## src/rtl/sprite_pkg.sv

```systemverilog
// Shared types and constants for the scanline sprite renderer.
package sprite_pkg;

  localparam int unsigned SPRITE_H = 16;
  localparam int unsigned SPRITE_W = 16;

  typedef struct packed {
    logic       enable;
    logic [7:0] colour;
    logic [9:0] y;
    logic [9:0] x;
  } sprite_attr_t;

  typedef enum logic [2:0] {
    IDLE,
    ATTR_REQ,
    ATTR_WAIT,
    CHECK,
    FETCH_REQ,
    FETCH_WAIT,
    DRAW,
    FINISH
  } render_state_t;

  // Attribute word layout: [9:0] x, [19:10] y, [27:20] colour, [31] enable.
  function automatic sprite_attr_t unpack_attr(input logic enable,
                                               input logic [27:0] fields);
    sprite_attr_t a;
    a.enable = enable;
    a.colour = fields[27:20];
    a.y      = fields[19:10];
    a.x      = fields[9:0];
    return a;
  endfunction

  // Signed 11-bit distance of the scanline below the sprite's top row.
  function automatic logic [10:0] sprite_row(input logic [9:0] line,
                                             input logic [9:0] y);
    return {1'b0, line} - {1'b0, y};
  endfunction

endpackage

```

## src/rtl/sprite_row_shifter.sv

```systemverilog
// Holds one fetched bitmap row and walks it leftmost pixel first.
module sprite_row_shifter
  import sprite_pkg::*;
(
  input  logic        clk,
  input  logic        rst_n,
  input  logic        load,
  input  logic [15:0] row,
  input  logic        step,
  output logic        pix,
  output logic [3:0]  px,
  output logic        last
);

  logic [15:0] shift_q, shift_d;
  logic [3:0]  px_q, px_d;

  always_comb begin
    shift_d = shift_q;
    px_d    = px_q;
    if (load) begin
      shift_d = row;
      px_d    = '0;
    end else if (step) begin
      shift_d = {shift_q[14:0], 1'b0};
      px_d    = px_q + 4'd1;
    end
  end

  always_ff @(posedge clk or negedge rst_n) begin
    if (!rst_n) begin
      shift_q <= '0;
      px_q    <= '0;
    end else begin
      shift_q <= shift_d;
      px_q    <= px_d;
    end
  end

  assign pix  = shift_q[15];
  assign px   = px_q;
  assign last = (px_q == 4'(SPRITE_W - 1));

endmodule

```

## src/rtl/sprite_line_renderer.sv

```systemverilog
// Per-scanline sprite rasteriser: scans the attribute table, fetches rows of
// sprites covering the line and paints them into the line buffer.
module sprite_line_renderer
  import sprite_pkg::*;
#(
  parameter int unsigned NUM_SPRITES  = 128,
  parameter int unsigned SCREEN_W     = 640,
  parameter int unsigned MAX_PER_LINE = 16
) (
  input  logic        CLK_100,
  input  logic        reset_n,
  input  logic        line_start,
  input  logic [9:0]  line_num,
  output logic        busy,
  output logic        done,
  output logic        overflow,
  output logic [6:0]  attr_addr,
  output logic        attr_rd,
  input  logic [31:0] attr_data,
  output logic [6:0]  addr1_sprite_index,
  output logic [3:0]  addr1_sprite_line,
  output logic        r1,
  input  logic [15:0] data_r1,
  output logic        lb_we,
  output logic [9:0]  lb_addr,
  output logic [7:0]  lb_data
);

  localparam logic [6:0]  LAST_INDEX = 7'(NUM_SPRITES - 1);
  localparam logic [10:0] SCREEN_W_L = 11'(SCREEN_W);
  localparam logic [7:0]  MAX_CNT    = 8'(MAX_PER_LINE);

  render_state_t state_q, state_d;
  logic [9:0]    line_q, line_d;
  logic [6:0]    index_q, index_d;
  logic [7:0]    draw_cnt_q, draw_cnt_d;
  logic          ovf_q, ovf_d;
  sprite_attr_t  attr_q, attr_d;

  logic          shift_load, shift_step;
  logic          pix, px_last;
  logic [3:0]    px;
  logic [10:0]   row;
  logic [10:0]   sum;
  logic          visible;
  logic          advance;
  logic          unused_attr_bits;

  assign unused_attr_bits = ^attr_data[30:28];

  sprite_row_shifter u_shifter (
    .clk   (CLK_100),
    .rst_n (reset_n),
    .load  (shift_load),
    .row   (data_r1),
    .step  (shift_step),
    .pix   (pix),
    .px    (px),
    .last  (px_last)
  );

  // No vertical wrap: a negative distance (sign bit) rejects the sprite.
  assign row     = sprite_row(line_q, attr_q.y);
  assign visible = attr_q.enable && !row[10] && (row < 11'(SPRITE_H));
  // 11-bit sum so sprites hanging off the right edge are clipped, not wrapped.
  assign sum     = {1'b0, attr_q.x} + {7'b0, px};

  always_comb begin
    state_d            = state_q;
    line_d             = line_q;
    index_d            = index_q;
    draw_cnt_d         = draw_cnt_q;
    ovf_d              = ovf_q;
    attr_d             = attr_q;
    shift_load         = 1'b0;
    shift_step         = 1'b0;
    advance            = 1'b0;
    attr_rd            = 1'b0;
    attr_addr          = '0;
    r1                 = 1'b0;
    addr1_sprite_index = '0;
    addr1_sprite_line  = '0;
    lb_we              = 1'b0;
    lb_addr            = '0;
    lb_data            = '0;

    unique case (state_q)
      IDLE: begin
        if (line_start) begin
          line_d     = line_num;
          index_d    = '0;
          draw_cnt_d = '0;
          ovf_d      = 1'b0;
          state_d    = ATTR_REQ;
        end
      end
      ATTR_REQ: begin
        attr_rd   = 1'b1;
        attr_addr = index_q;
        state_d   = ATTR_WAIT;
      end
      ATTR_WAIT: begin
        attr_d  = unpack_attr(attr_data[31], attr_data[27:0]);
        state_d = CHECK;
      end
      CHECK: begin
        if (visible) begin
          if (draw_cnt_q == MAX_CNT) begin
            ovf_d   = 1'b1;
            state_d = FINISH;
          end else begin
            state_d = FETCH_REQ;
          end
        end else begin
          advance = 1'b1;
        end
      end
      FETCH_REQ: begin
        r1                 = 1'b1;
        addr1_sprite_index = index_q;
        addr1_sprite_line  = row[3:0];
        state_d            = FETCH_WAIT;
      end
      FETCH_WAIT: begin
        shift_load = 1'b1;
        state_d    = DRAW;
      end
      DRAW: begin
        shift_step = 1'b1;
        lb_we      = pix && (sum < SCREEN_W_L);
        lb_addr    = sum[9:0];
        lb_data    = attr_q.colour;
        if (px_last) begin
          draw_cnt_d = draw_cnt_q + 8'd1;
          advance    = 1'b1;
        end
      end
      FINISH: begin
        state_d = IDLE;
      end
      default: state_d = IDLE;
    endcase

    if (advance) begin
      if (index_q == LAST_INDEX) begin
        state_d = FINISH;
      end else begin
        index_d = index_q + 7'd1;
        state_d = ATTR_REQ;
      end
    end
  end

  always_ff @(posedge CLK_100 or negedge reset_n) begin
    if (!reset_n) begin
      state_q    <= IDLE;
      line_q     <= '0;
      index_q    <= '0;
      draw_cnt_q <= '0;
      ovf_q      <= 1'b0;
      attr_q     <= '0;
    end else begin
      state_q    <= state_d;
      line_q     <= line_d;
      index_q    <= index_d;
      draw_cnt_q <= draw_cnt_d;
      ovf_q      <= ovf_d;
      attr_q     <= attr_d;
    end
  end

  assign busy     = (state_q != IDLE) && (state_q != FINISH);
  assign done     = (state_q == FINISH);
  assign overflow = ovf_q;

endmodule
```

## config.mk

```make
export PLATFORM = sky130hd
export DESIGN_NAME = sprite_line_renderer
export DESIGN_NICKNAME = d
export VERILOG_FILES = /design/src/rtl/sprite_pkg.sv /design/src/rtl/sprite_row_shifter.sv /design/src/rtl/sprite_line_renderer.sv
export SDC_FILE = /design/constraint.sdc
export NUM_CORES = 1
export LEC_CHECK = 0
export CAP_MARGIN = 15
export CORE_UTILIZATION = 51
export CTS_CLUSTER_DIAMETER = 200
export DETAILED_ROUTE_END_ITERATION = 7
export GPL_TIMING_DRIVEN = 0
export PLACE_DENSITY = 0.81
export SLEW_MARGIN = 20
export SYNTH_ARGS = -nofsm -noshare
export SYNTH_HDL_FRONTEND = slang
export SYNTH_HIERARCHICAL = 1
export SYNTH_SLANG_ARGS = --single-unit
```

## constraint.sdc

```tcl
create_clock -name CLK_100 -period 2.7 [get_ports CLK_100]
set_input_delay 0.405 -clock CLK_100 [delete_from_list [all_inputs] [get_ports CLK_100]]
set_output_delay 0.405 -clock CLK_100 [all_outputs]
set_load 0.02 [all_outputs]
```

# == Word-level counts from Yosys, hierarchy flattened ==
# Index checks and enable logic that the tools add are counted.
# totals
register_bits,78
latch_bits,0
ram_bits,0
romBits,0
in_bits,61
output_inout_bits,42
wordCells,84
n_memories,0
# classes
add_sub_neg,5
n_mul,0
div_mod_pow,0
order_cmp,2
n_eq_ne,17
n_shift,0
mux,34
bitwise_logic,0
n_reduce_logical,15
# op_table
op,n
$mux W7,6
$mux W16,2
$mux W8,3
$pmux W3 S7,1
$pmux W8 S2,1
$eq A3 B3 Y1 const B,4
$mux W3,4
$mux W4,3
$add A10 B4 Y11,1
$lt A11 B10 Y1 const B,1
$lt A11 B5 Y1 const B,1
$sub A10 B10 Y11,1
$mux W1,10
$mux W10,1
$ne A3 B3 Y1 const B,3
$add A8 B1 Y8 const B,1
$eq A8 B5 Y1 const B,1
$ne A2 B2 Y1 const B,4
$reduce_bool A8 Y1,1
$add A7 B1 Y7 const B,1
$eq A7 B7 Y1 const B,1
$eq A3 B2 Y1 const B,2
$reduce_and A3 Y1,2
$reduce_bool A2 Y1,3
11 further kinds,15

# == Longest topological paths before layout ==
# Gate-level depths: netlist of run 1.
# logic_depth
word_depth,8
ltp_mapped,11
mapped_depth_nobuf,10

# == Cells and area by module ==
# Netlist of run 1, hierarchy kept.
# by_module_without_submodules
module,n_inst,cells_each,area_each_um2
sprite_line_renderer,1,389,3613.5
sprite_row_shifter,1,87,940.9

# == Worst setup path before layout of run 1 ==
# Ideal clock, no wire load.
# synth_path
kind,flip-flop to output port
startpoint,reg u_shifter.px_q[0] (netlist: u_shifter/px[0])
endpoint,out lb_we
arrival_time_ps,2098
slack_ps,197
path_stages_with_launch,9
cell_sequence,dfrtp_1 ha_1 fa_1 a21o_1 a21oi_1 nor2b_1 xnor2_1 a311o_1 o2111a_1
# synth_via
elab_chain_len,4
# synth_lines
element,line,source
"start, declared",sprite_row_shifter.sv:16,"logic [3:0] px_q, px_d;"
"start signal, assigned",sprite_row_shifter.sv:36,px_q <= px_d;
$add A10 B4 Y11,sprite_line_renderer.sv:66,"assign sum = {1'b0, attr_q.x} + {7'b0, px};"
$lt A11 B10 Y1,sprite_line_renderer.sv:130,lb_we = pix && (sum < SCREEN_W_L);
$logic_and A1 B1 Y1,sprite_line_renderer.sv:130,
$mux W1,sprite_line_renderer.sv:87,unique case (state_q)
"end, declared",sprite_line_renderer.sv:24,"output logic lb_we,"
# No other way between the ends.

# == Worst setup path after layout of run 1 ==
# Same ends and word-level chain as after synthesis.

==> metrics, run 1 <==
worst path required time roughly 2300 ps; violations in the final reports negative setup slack; highest achievable clock rate 342 MHz; Final Hold Vio Count 0; number of core rows 34; depth of the most critical reg-to-reg path 10; global-route wire length before repair roughly 17000 um; cells along the critical path ha_2 -> fa_2 -> a21o_1 -> a21oi_2 -> nor2b_4 -> xnor2_1 -> a311o_1 -> o2111a_1 -> buf_6; Avg WL per Cell approximately 15 um; Synth warnings 6; Detailed Routing Iterations Pass 1 4; ranking of synthesized cells by area sky130_fd_sc_hd__dfrtp_1, sky130_fd_sc_hd__nand2_1, sky130_fd_sc_hd__ha_1; leftover overflow at the end of global routing 0; final worst path period need 2930 ps; H-tree depth 3; library cell contributing the largest single delay on the critical path sky130_fd_sc_hd__dfrtp_1; library cells used by synthesis 59; number of clock sinks 78; count of vias placed by the detailed router 3925; run status finished, violations left; total buffers and inverters traversed by the critical path 1; fraction of layout cells with a size suffix above 1 18.8%; top-level port count 103; root buffer cell sky130_fd_sc_hd__clkbuf_8; final setup vio count 4; first-iteration detailed-routing DRC count 172; All-Layer GR Usage 23.6%; Routed WL 10600 um; synthesis-stage register bit count 78; Antenna Cells 0; final non-filler cell total 716; classification of the worst-slack hold path input port to async pin; clock latency on the worst-skew pair 360 ps; HPWL after DPL 7550 um; buffers from clock root to sink, at most 2; Vert. Die Dim 96.5 um; IO Port Bufs a little under 100; clock-pin slew on the worst setup and hold paths 80 ps; number of max-slew violations in the final report 0; library cell with the highest instance count after synthesis sky130_fd_sc_hd__dfrtp_1; effective utilization at floorplan 52.5%; area enclosed by the die boundary 0.00931 sq mm; Placeable Area 0.00868 sq mm; Die Width 96.5 um; power density relative to cell area approximately 1100 mW/mm^2; number of buffers inserted during clock tree synthesis 9; net count of the mapped netlist 557; max-cap check violation count 0; total placed instance area 0.00571 sq mm; ratio of routed vias to standard cells about 5.5; most used flip-flop cell after synthesis sky130_fd_sc_hd__dfrtp_1; Synth top area share 42.9%; setup repair after global routing missed its margin true; post-layout worst setup margin -227 ps; cell area after layout 0.00613 sq mm; placed insts 684; path type of the worst setup path flop to primary output; vias in the first global route 3793; post-synthesis cell area 0.00455 sq mm; synthesized instance count between 400 and 500; post-route fraction of the period consumed by the critical path 108%; delay of the slowest cell on the worst path 390 ps; VDD IR-drop max 568 uV; number of synthesized flops with an enable pin 0; Detail Route Antenna Nets 0; layout filler cell count 685; CP arrival 2520 ps; worst-case headroom to the max-slew limit 44.6%; post-route DRC violation count 0; type of origin of the critical path flop; Total Nets Final 684; final weighted congestion in routability-driven placement between 0.8 and 0.9; cell family with most CP delay compound AO/OA/AOI/OAI gates; syn_area_per_cell between 9 and 10 sq um; largest net degree at the start of global routing 58; leakage power 2.88 nW; Total Neg Setup Slack -448 ps; most area-hungry cell type in the Yosys netlist sky130_fd_sc_hd__dfrtp_1; worst hold slack 477 ps; TritonCTS clock tree done; Synth-to-Final Area Change 34.7%; type of destination of the critical path primary output; leading cell types by count after synthesis sky130_fd_sc_hd__dfrtp_1, sky130_fd_sc_hd__nand2_1, sky130_fd_sc_hd__nor2_1; sequential share of the synthesized area 42.9%; highest fanout seen on the critical path 5; maximum clock skew at final layout approximately 11 ps; initial antenna violation count 0; Tightest Pin Transition 823 ps; share of async-settable or async-resettable flops after synthesis 100%; WP depth 9
## report_power, final
group / leakage (nW) / internal (mW) / total [mW] / switching (mW)
Combinational: 1.81 / 1.78 / 3.75 / 1.97
Clock: 0.0976 / 0.454 / 0.881 / 0.426
Sequential: 0.974 / 1.67 / 2.03 / 0.356
## cells in the final DEF (no fill, tap or decap), types with 3 or more instances in the layout
cell type	instances
sky130_fd_sc_hd__a211oi_1	3
sky130_fd_sc_hd__a21o_1	5
sky130_fd_sc_hd__a21oi_1	8
sky130_fd_sc_hd__a21oi_2	4
sky130_fd_sc_hd__a31o_2	4
sky130_fd_sc_hd__and2_1	20
sky130_fd_sc_hd__and3_1	12
sky130_fd_sc_hd__buf_2	10
sky130_fd_sc_hd__buf_4	13
sky130_fd_sc_hd__buf_6	11
sky130_fd_sc_hd__clkbuf_1	13
sky130_fd_sc_hd__clkbuf_2	8
sky130_fd_sc_hd__clkbuf_8	10
sky130_fd_sc_hd__clkdlybuf4s50_1	69
sky130_fd_sc_hd__dfrtp_1	77
sky130_fd_sc_hd__dlygate4sd2_1	6
sky130_fd_sc_hd__dlymetal6s2s_1	9
sky130_fd_sc_hd__ha_1	15
sky130_fd_sc_hd__inv_1	19
sky130_fd_sc_hd__mux2_2	20
sky130_fd_sc_hd__mux2i_1	19
sky130_fd_sc_hd__nand2_1	65
sky130_fd_sc_hd__nand3_1	11
sky130_fd_sc_hd__nand3b_1	3
sky130_fd_sc_hd__nand4_1	7
sky130_fd_sc_hd__nor2_1	32
sky130_fd_sc_hd__nor2b_1	8
sky130_fd_sc_hd__nor3_1	7
sky130_fd_sc_hd__o211ai_1	3
sky130_fd_sc_hd__o21a_1	6
sky130_fd_sc_hd__o21ai_0	21
sky130_fd_sc_hd__o21ai_1	16
sky130_fd_sc_hd__xnor2_1	8
sky130_fd_sc_hd__xor2_1	10
## final timing paths
check / startpoint / endpoint / slack, ps
setup / recovery: u_shifter/px[0]$_DFFE_PN0P_ / lb_we / -230
hold / removal: reset_n / line_q[0]$_DFFE_PN0P_ / 480
setup reg to reg: attr_q[10]$_DFFE_PN0P_ / index_q[2]$_DFF_PN0_ / -10
hold reg to reg: line_q[7]$_DFFE_PN0P_ / line_q[7]$_DFFE_PN0P_ / 490
max in group asynchronous: reset_n / u_shifter/px[1]$_DFFE_PN0P_ / 1640
min in group CLK_100: line_q[7]$_DFFE_PN0P_ / line_q[7]$_DFFE_PN0P_ / 490
## timing repair
| item | in CTS | in global routing |
|---|---|---|
| gates resized for setup | 57 | 56 |
| hold buffers | 1 | 0 |
| buffers inserted | 6 | 9 |
| hold endpoints to repair | 21 | 0 |
| pin swaps | 4 | 24 |
| setup endpoints to repair | 35 | 36 |
## logic make-up after synthesis
kind of cell	Yosys count	synth area share, %
adders and majority gates	20	5.82
buffers and inverters	42	4.20
and+or+nand+nor	190	21.3
AOI/OAI and AO/OA	88	13.0
DFF	78	42.9
xor gates and xnor gates	18	3.46
muxes	40	9.37
## through the flow
stage	total power [mW]	utilization (%)	setup slack (ps)
finish	6.66	70.7	-227
global route	7.19	70.7	-319
CTS	6.52	68.9	-221
detailed placement	5.52	65.7	-394
global placement	5.36	65.5	-1480
floorplan	4.55	-	197
## flip-flops by register name (all words and copies together) (netlist names)
name,cells
attr_q,29
u_shifter/shift_q,16
line_q,10
draw_cnt_q,8
index_q,7
u_shifter/px,4
state_q,3
overflow,1
## area by class of cell
cell class,instances,area [sq um],area share (%)
buffer,23,129,2.10
clock inverter,3,43.8,0.714
timing repair buffer,116,1120,18.3
sequential,78,1950,31.8
clock buffer,13,149,2.43
tap,108,135,2.20
multi-input combinational,356,2530,41.3
inverter,19,71.3,1.16
## layer usage
metal	GRT usage, %	up-vias	wire length (um)
met5	0	-	0
met2	40.2	108	5070
met4	7.23	0	126
met1	29.2	1882	4700
li1	-	1923	-
met3	6.42	12	652
Note: power is estimated with default switching activity, not from simulation.
==> run 2: changes to the inputs <==
--- a/config.mk
+++ b/config.mk
@@ -5,7 +5,7 @@
 export SDC_FILE = /design/constraint.sdc
 export NUM_CORES = 1
 export LEC_CHECK = 0
-export CAP_MARGIN = 15
+export CAP_MARGIN = 5
 export CORE_UTILIZATION = 51
 export CTS_CLUSTER_DIAMETER = 200
 export DETAILED_ROUTE_END_ITERATION = 7
==> results of run 2 <==
The final DEF is identical to that of run 1; final timing and power are the same.
